--- src/rtl/rom_dl_pkg.sv ---
// Shared types and constants for the ROM download packer.
package rom_dl_pkg;

   typedef logic [15:0] word_t;

   typedef enum logic {
      IDLE = 1'b0,
      WAIT = 1'b1
   } wstate_e;

   localparam logic [7:0]  PAD            = 8'hFF;
   localparam int unsigned ADDR_W_DEF     = 25;
   localparam int unsigned FIFO_DEPTH_DEF = 4;

endpackage

--- src/rtl/rom_dl_packer_if.sv ---
// Byte-stream input and SDRAM word-write handshake seen by the ROM download packer.
interface rom_dl_packer_if #(
   parameter int unsigned ADDR_W = 25
) ();
   import rom_dl_pkg::*;

   logic              ioctl_wr;
   logic [ADDR_W-1:0] ioctl_addr;
   logic [7:0]        ioctl_dout;
   logic              sdr_we;
   logic [ADDR_W-2:0] sdr_addr;
   word_t             sdr_din;
   logic              sdr_ack;

   modport master (
      input  ioctl_wr, ioctl_addr, ioctl_dout, sdr_ack,
      output sdr_we, sdr_addr, sdr_din
   );

   modport slave (
      output ioctl_wr, ioctl_addr, ioctl_dout, sdr_ack,
      input  sdr_we, sdr_addr, sdr_din
   );

endinterface

--- src/rtl/rom_dl_fifo.sv ---
// Word FIFO holding data plus word address; wrap-bit pointers, synchronous clear,
// and push accepted on full when a pop happens in the same cycle.
module rom_dl_fifo
   import rom_dl_pkg::*;
#(
   parameter int unsigned DEPTH = 4,
   parameter int unsigned AW    = 24
) (
   input  logic          clk,
   input  logic          rst,
   input  logic          clr,
   input  logic          push,
   input  word_t         push_data,
   input  logic [AW-1:0] push_addr,
   input  logic          pop,
   output word_t         head_data_c,
   output logic [AW-1:0] head_addr_c,
   output logic          full_c,
   output logic          empty_c,
   output logic          empty_nxt_c
);
   localparam int unsigned IW = $clog2(DEPTH);
   localparam int unsigned PW = IW + 1;

   word_t         data_mem [DEPTH];
   logic [AW-1:0] addr_mem [DEPTH];
   logic [PW-1:0] wr_ptr, rd_ptr;
   logic [PW-1:0] wr_base, rd_base, wr_nxt, rd_nxt;
   logic          do_push, do_pop, full_base;

   assign empty_c     = (wr_ptr == rd_ptr);
   assign full_c      = (wr_ptr[PW-1] != rd_ptr[PW-1]) && (wr_ptr[IW-1:0] == rd_ptr[IW-1:0]);
   assign head_data_c = data_mem[rd_ptr[IW-1:0]];
   assign head_addr_c = addr_mem[rd_ptr[IW-1:0]];
   assign empty_nxt_c = (wr_nxt == rd_nxt);

   // A clear empties the FIFO first; a push in the same cycle lands in slot 0.
   always_comb begin
      wr_base   = clr ? '0 : wr_ptr;
      rd_base   = clr ? '0 : rd_ptr;
      do_pop    = pop && !empty_c && !clr;
      full_base = full_c && !clr;
      do_push   = push && (!full_base || do_pop);
      wr_nxt    = do_push ? wr_base + PW'(1) : wr_base;
      rd_nxt    = do_pop  ? rd_base + PW'(1) : rd_base;
   end

   always_ff @(posedge clk or posedge rst) begin
      if (rst) begin
         wr_ptr <= '0;
         rd_ptr <= '0;
      end else begin
         wr_ptr <= wr_nxt;
         rd_ptr <= rd_nxt;
      end
   end

   always_ff @(posedge clk) begin
      if (do_push) begin
         data_mem[wr_base[IW-1:0]] <= push_data;
         addr_mem[wr_base[IW-1:0]] <= push_addr;
      end
   end

endmodule

--- src/rtl/rom_dl_packer.sv ---
// Packs ioctl download bytes into big-endian 16-bit words and writes them to SDRAM over req/ack.
// Define ROM_DL_CHECKSUM_EN to add a running sum of acknowledged words on port checksum.
module rom_dl_packer
   import rom_dl_pkg::*;
#(
   parameter int unsigned ADDR_W     = ADDR_W_DEF,
   parameter int unsigned FIFO_DEPTH = FIFO_DEPTH_DEF,
   parameter logic [7:0]  PAD_BYTE   = PAD
) (
   input  logic              clk_sys,
   input  logic              reset,
   input  logic              rom_download,
   rom_dl_packer_if.master   bus,
   output logic              rom_loaded,
   output logic              overflow,
   output logic              busy
`ifdef ROM_DL_CHECKSUM_EN
   ,
   output word_t             checksum
`endif
);
   localparam int unsigned WA_W = ADDR_W - 1;

   wstate_e         state, state_n;
   logic            dl_q, dl_rise, dl_fall, dl_seen;
   logic            pend_valid, pend_valid_n;
   logic [7:0]      pend_byte, pend_byte_n;
   logic [WA_W-1:0] pend_addr, pend_addr_n;
   logic [WA_W-1:0] byte_waddr;

   logic            push, pop, overflow_set;
   word_t           push_data;
   logic [WA_W-1:0] push_addr;
   word_t           head_data;
   logic [WA_W-1:0] head_addr;
   logic            fifo_full, fifo_empty, fifo_empty_nxt;

   logic            sdr_we_q, sdr_we_n;
   logic [WA_W-1:0] sdr_addr_q, sdr_addr_n;
   word_t           sdr_din_q, sdr_din_n;

   assign dl_rise    = rom_download && !dl_q;
   assign dl_fall    = !rom_download && dl_q;
   assign byte_waddr = bus.ioctl_addr[ADDR_W-1:1];

   assign bus.sdr_we   = sdr_we_q;
   assign bus.sdr_addr = sdr_addr_q;
   assign bus.sdr_din  = sdr_din_q;

   // Byte packer: even byte waits in the pending slot, odd byte completes or is padded.
   always_comb begin
      push         = 1'b0;
      push_data    = '0;
      push_addr    = '0;
      pend_valid_n = pend_valid;
      pend_byte_n  = pend_byte;
      pend_addr_n  = pend_addr;
      if (dl_rise) pend_valid_n = 1'b0;
      if (bus.ioctl_wr) begin
         if (!bus.ioctl_addr[0]) begin
            if (pend_valid && !dl_rise) begin
               push      = 1'b1;
               push_data = {pend_byte, PAD_BYTE};
               push_addr = pend_addr;
            end
            pend_valid_n = 1'b1;
            pend_byte_n  = bus.ioctl_dout;
            pend_addr_n  = byte_waddr;
         end else if (pend_valid && !dl_rise && (pend_addr == byte_waddr)) begin
            push         = 1'b1;
            push_data    = {pend_byte, bus.ioctl_dout};
            push_addr    = pend_addr;
            pend_valid_n = 1'b0;
         end else begin
            push      = 1'b1;
            push_data = {PAD_BYTE, bus.ioctl_dout};
            push_addr = byte_waddr;
         end
      end else if (dl_fall && pend_valid) begin
         push         = 1'b1;
         push_data    = {pend_byte, PAD_BYTE};
         push_addr    = pend_addr;
         pend_valid_n = 1'b0;
      end
   end

   rom_dl_fifo #(
      .DEPTH (FIFO_DEPTH),
      .AW    (WA_W)
   ) u_fifo (
      .clk         (clk_sys),
      .rst         (reset),
      .clr         (dl_rise),
      .push        (push),
      .push_data   (push_data),
      .push_addr   (push_addr),
      .pop         (pop),
      .head_data_c (head_data),
      .head_addr_c (head_addr),
      .full_c      (fifo_full),
      .empty_c     (fifo_empty),
      .empty_nxt_c (fifo_empty_nxt)
   );

   assign overflow_set = push && fifo_full && !pop && !dl_rise;

   // Write FSM: a download start never pops, but an outstanding write still waits for its ack.
   always_comb begin
      state_n    = state;
      sdr_we_n   = sdr_we_q;
      sdr_addr_n = sdr_addr_q;
      sdr_din_n  = sdr_din_q;
      pop        = 1'b0;
      case (state)
         IDLE: begin
            if (!fifo_empty && !dl_rise) begin
               pop        = 1'b1;
               sdr_we_n   = 1'b1;
               sdr_addr_n = head_addr;
               sdr_din_n  = head_data;
               state_n    = WAIT;
            end
         end
         WAIT: begin
            if (bus.sdr_ack) begin
               sdr_we_n = 1'b0;
               state_n  = IDLE;
            end
         end
         default: state_n = IDLE;
      endcase
   end

   always_ff @(posedge clk_sys or posedge reset) begin
      if (reset) begin
         state      <= IDLE;
         sdr_we_q   <= 1'b0;
         sdr_addr_q <= '0;
         sdr_din_q  <= '0;
         pend_valid <= 1'b0;
         pend_byte  <= '0;
         pend_addr  <= '0;
         busy       <= 1'b0;
      end else begin
         state      <= state_n;
         sdr_we_q   <= sdr_we_n;
         sdr_addr_q <= sdr_addr_n;
         sdr_din_q  <= sdr_din_n;
         pend_valid <= pend_valid_n;
         pend_byte  <= pend_byte_n;
         pend_addr  <= pend_addr_n;
         busy       <= pend_valid_n || !fifo_empty_nxt || sdr_we_n;
      end
   end

   // Sticky status flags, reopened by each new download.
   always_ff @(posedge clk_sys or posedge reset) begin
      if (reset) begin
         dl_q       <= 1'b0;
         dl_seen    <= 1'b0;
         rom_loaded <= 1'b0;
         overflow   <= 1'b0;
      end else begin
         dl_q <= rom_download;
         if (dl_rise) begin
            dl_seen    <= 1'b1;
            rom_loaded <= 1'b0;
            overflow   <= 1'b0;
         end else begin
            if (overflow_set) overflow <= 1'b1;
            if (!rom_download && fifo_empty && !pend_valid && (state == IDLE) && dl_seen)
               rom_loaded <= 1'b1;
         end
      end
   end

`ifdef ROM_DL_CHECKSUM_EN
   always_ff @(posedge clk_sys or posedge reset) begin
      if (reset)                                  checksum <= '0;
      else if (dl_rise)                           checksum <= '0;
      else if ((state == WAIT) && bus.sdr_ack)    checksum <= checksum + sdr_din_q;
   end
`endif

endmodule

--- src/flat_wrapper.sv ---
// flat-port wrapper written by rule: the top's interface ports become plain ports
module rom_dl_packer_flat import rom_dl_pkg::*;
#(
   parameter int unsigned ADDR_W     = ADDR_W_DEF,
   parameter int unsigned FIFO_DEPTH = FIFO_DEPTH_DEF,
   parameter logic [7:0]  PAD_BYTE   = PAD
)
  (clk_sys, reset, rom_download, rom_loaded, overflow, busy, bus_ioctl_wr, bus_ioctl_addr, bus_ioctl_dout, bus_sdr_ack, bus_sdr_we, bus_sdr_addr, bus_sdr_din);
  rom_dl_packer_if #(.ADDR_W(ADDR_W)) bus_i ();
  input  logic clk_sys;
  input  logic reset;
  input  logic rom_download;
  output logic rom_loaded;
  output logic overflow;
  output logic busy;
  input wire logic [$bits(bus_i.ioctl_wr)-1:0] bus_ioctl_wr;
  input wire logic [$bits(bus_i.ioctl_addr)-1:0] bus_ioctl_addr;
  input wire logic [$bits(bus_i.ioctl_dout)-1:0] bus_ioctl_dout;
  input wire logic [$bits(bus_i.sdr_ack)-1:0] bus_sdr_ack;
  output wire logic [$bits(bus_i.sdr_we)-1:0] bus_sdr_we;
  output wire logic [$bits(bus_i.sdr_addr)-1:0] bus_sdr_addr;
  output wire logic [$bits(bus_i.sdr_din)-1:0] bus_sdr_din;
  assign bus_i.ioctl_wr = bus_ioctl_wr;
  assign bus_i.ioctl_addr = bus_ioctl_addr;
  assign bus_i.ioctl_dout = bus_ioctl_dout;
  assign bus_i.sdr_ack = bus_sdr_ack;
  assign bus_sdr_we = bus_i.sdr_we;
  assign bus_sdr_addr = bus_i.sdr_addr;
  assign bus_sdr_din = bus_i.sdr_din;
  rom_dl_packer #(.ADDR_W(ADDR_W), .FIFO_DEPTH(FIFO_DEPTH), .PAD_BYTE(PAD_BYTE)) u_core (.clk_sys(clk_sys), .reset(reset), .rom_download(rom_download), .bus(bus_i), .rom_loaded(rom_loaded), .overflow(overflow), .busy(busy));
endmodule
--- config.mk ---
export PLATFORM = sky130hd
export DESIGN_NAME = rom_dl_packer_flat
export DESIGN_NICKNAME = d
export VERILOG_FILES = /design/src/rtl/rom_dl_pkg.sv /design/src/rtl/rom_dl_packer_if.sv /design/src/rtl/rom_dl_fifo.sv /design/src/rtl/rom_dl_packer.sv /design/src/flat_wrapper.sv
export SDC_FILE = /design/constraint.sdc
export NUM_CORES = 1
export LEC_CHECK = 0
export ABC_CLOCK_PERIOD_IN_PS = 2400
export CAP_MARGIN = 10
export CORE_ASPECT_RATIO = 1.25
export CORE_MARGIN = 2
export CORE_UTILIZATION = 40
export CTS_BUF_LIST = sky130_fd_sc_hd__clkbuf_4 sky130_fd_sc_hd__clkbuf_8
export CTS_CLUSTER_SIZE = 10
export DETAILED_ROUTE_END_ITERATION = 16
export HOLD_SLACK_MARGIN = 0.03
export PLACE_DENSITY = 0.71
export SLEW_MARGIN = 20
export SYNTH_ARGS = -nofsm -noshare
export SYNTH_HDL_FRONTEND = slang
export SYNTH_SLANG_ARGS = --single-unit
--- constraint.sdc ---
create_clock -name clk_sys -period 2.4 [get_ports clk_sys]
set_input_delay 0.24 -clock clk_sys [delete_from_list [all_inputs] [get_ports clk_sys]]
set_output_delay 0.24 -clock clk_sys [all_outputs]
set_load 0.05 [all_outputs]
==> flow_summary.toml <==
[run_status]
outcome = "finished clean"

[grt]
grt_max_degree = 87
grt_util_all_layers = 0.158
antenna_found_initial = 1
grt_pass1_wl_mm = 32.4
grt_pass1_vias = 5912
grt_overflow = 0

[setup_path]
worstPathMaxFanout = 24
crit_type = "register to register"
cp.required_ns = 2.76
worstSetupStartpointType = "register"
critPathArrivalTime_ns = 2.60
rr_worst_depth = 7
end_kind = "register"

[clocking]
clock-root-buffer = "clkbuf_8"
clk_latency_ns = 0.53
cts_buffers = 36
htreeDepth = 2
cts_buffer_depth = 3
cts_tree = "yes"
cts_sinks = 246
post_cts_buffers = 0
cts.clk_slew.worst_paths_ns = 0.06

[synthesis]
synth_warnings = 0
avgSynthCellArea_sq_um = 18.9
netlist_instances = 530
yosysTopAreaCell = "edfxtp_1"
ys.flop_type = "edfxtp_1"
ys_seq_area_frac = 0.694
synthTopCellsByCount = "edfxtp_1 (160), dfrtp_1 (86), mux2_2 (72), mux4_2 (40), xor2_1 (25)"
async_flop_share = 0.350
ys_types = 49
synth_top_area_frac = 0.480
syn-num-nets = 573
yosysMostFrequentCell = "edfxtp_1"
synth_edf_count = 160
syn_area_sq_um = 10000
ys_seq_elements = 246
synth_area_leaders = "edfxtp_1 (48%), dfrtp_1 (21%), mux4_2 (9.0%)"

[pwr]
finalPower_w = 0.0148
p_leak_nw = 4.51
worst_ir_drop_vdd_mv = 0.446
powerDensity_nw_per_um2 = 1200

[floorplanning]
ioPinCount = 82
dieWidth_um = 146
rows = 64
die-area_sq_um = 26300
start_util = 0.407
coreArea_sq_um = 24600
chipHeight_um = 181

[sta]
layout_min_cycle_time_ns = 2.24
max_freq_mhz = 446
hold_ws_ns = 0.183
fin_worst_skew_ns = 0.0321
rsz0062_at_grt = "false"
relSlewSlack = 0.574
drv_slew = 0
period_share = 0.935
setup_viol = 0
tightest_slew_ns = 0.639
hold_viol = 0
tns_ns = 0

[routing]
postRouteAntennaNets = 0
drt-total-wl_mm = 20.2
via_count = 5244
viasPerCell = 5.11
first_pass_iters = 4
drt_iter0_drc = 347
route.detailed.drc = 0
wl_per_cell_um = 19.6

[place]
port_buffers = 81
dp_hpwl_mm = 12.8
place_congestion = 0.824

[finish]
drive_gt1_frac = 0.354
syn2layout_area_growth_pct = 22.9
nets = 710

[min_path]
holdCritPathClass = "input pin to asynchronous set/reset pin"

[run]
drv_cap = 0
==> layout make-up <==
type / instances / area [sq um]
Clock inverter: 7 / 61.3
Antenna cell: 1 / 2.50
Sequential cell: 246 / 6960
Clock buffer: 59 / 693
Multi-Input combinational cell: 251 / 2870
Timing Repair Buffer: 126 / 1290
Tap cell: 330 / 413
Fill cell: 1989 / 12300
Inverter: 6 / 26.3
==> state kept, by name, indices dropped and copies added, names as in the netlist <==
signal and flops:
u_core.u_fifo.addr_mem 96, u_core.bus.sdr_we 1, u_core.u_fifo.data_mem 64, u_core.pend_byte 8, u_core.bus.sdr_din 16, u_core.pend_valid 1, u_core.overflow 1, u_core.dl_seen 1
u_core.rom_loaded 1, u_core.state 1, u_core.u_fifo.rd_ptr 3, u_core.bus.sdr_addr 24, u_core.busy 1, u_core.dl_q 1, u_core.pend_addr 24, u_core.u_fifo.wr_ptr 3
==> placed cells by master (no fill, tap or decap), drive strengths merged, types with 10 or more instances in the layout <==
| master | instances |
|---|---|
| a22o | 24 |
| buf | 45 |
| clkbuf | 59 |
| clkdlybuf4s50 | 81 |
| dfrtp | 86 |
| edfxtp | 160 |
| mux2 | 72 |
| mux4 | 40 |
| nand2 | 10 |
| xor2 | 25 |
==> cell families (layout without fill, tap and decap cells) <==
kind of cell	count (synthesis)	after routing	share of synthesized area
XOR/XNOR	31	31	0.0297
multiplexers	113	113	0.172
buffers and inverters	33	198	0.0227
other	0	1	0
AND/OR/NAND/NOR	40	40	0.0230
adder cells (fa/ha/maj)	5	5	0.00625
AO/OA/AOI/OAI	62	62	0.0520
flip-flops	246	246	0.694
==> where the power goes <==
group          internal, W  leakage [nW]  switching (W)
logic              0.00239          1.60        0.00297
clock network      0.00194         0.409        0.00150
registers          0.00556          2.51       0.000446
==> critical path, cell delays in order (launching register included) <==
cell and delay, ns:
dfrtp_1 0.40, xor2_1 0.18, nor4_2 0.45, nand4_1 0.24
o21ai_1 0.17, a41o_2 0.23, buf_12 0.17, a22o_1 0.23
==> final timing paths <==
check                           slack [ns]                            to                 from
min in group clk_sys                  0.36                  u_core.state          bus_sdr_ack
worst max-delay path                  0.16  u_core.u_fifo.addr_mem[0][5]  u_core.pend_addr[9]
worst min register to register        0.47                u_core.dl_seen       u_core.dl_seen
worst min-delay path                  0.18         u_core.bus.sdr_din[9]                reset
worst max register to register        0.16  u_core.u_fifo.addr_mem[0][5]  u_core.pend_addr[9]
max in group asynchronous             1.75       u_core.u_fifo.rd_ptr[1]                reset
==> layer usage <==
| metal | vias to the layer above | track usage | wire length [um] |
|---|---|---|---|
| li1 | 2366 | - | - |
| met3 | 42 | 0.0293 | 933 |
| met1 | 2681 | 0.190 | 7900 |
| met2 | 155 | 0.282 | 10700 |
| met4 | 0 | 0.0624 | 582 |
| met5 | - | 0 | 0 |
==> through the flow <==
stage          instances  area (sq um)  utilization  setup WS, ns
2_1_floorplan        530         10000            -         0.275
3_3_place_gp         959         11500        0.469        -0.342
3_5_place_dp         959         11500        0.469        -0.311
4_1_cts             1025         12300        0.500        0.0737
5_1_grt             1026         12300        0.501        0.0286
6_report            1026         12300        0.501         0.155
==> repair_timing <==
action,4_1_cts,5_1_grt
hold endpoints to repair,0,0
pin swaps,0,1
hold buffers,0,0
endpoints found under the setup margin,1,129
gates resized for setup,1,3
Power figures use the tool's default switching activity.
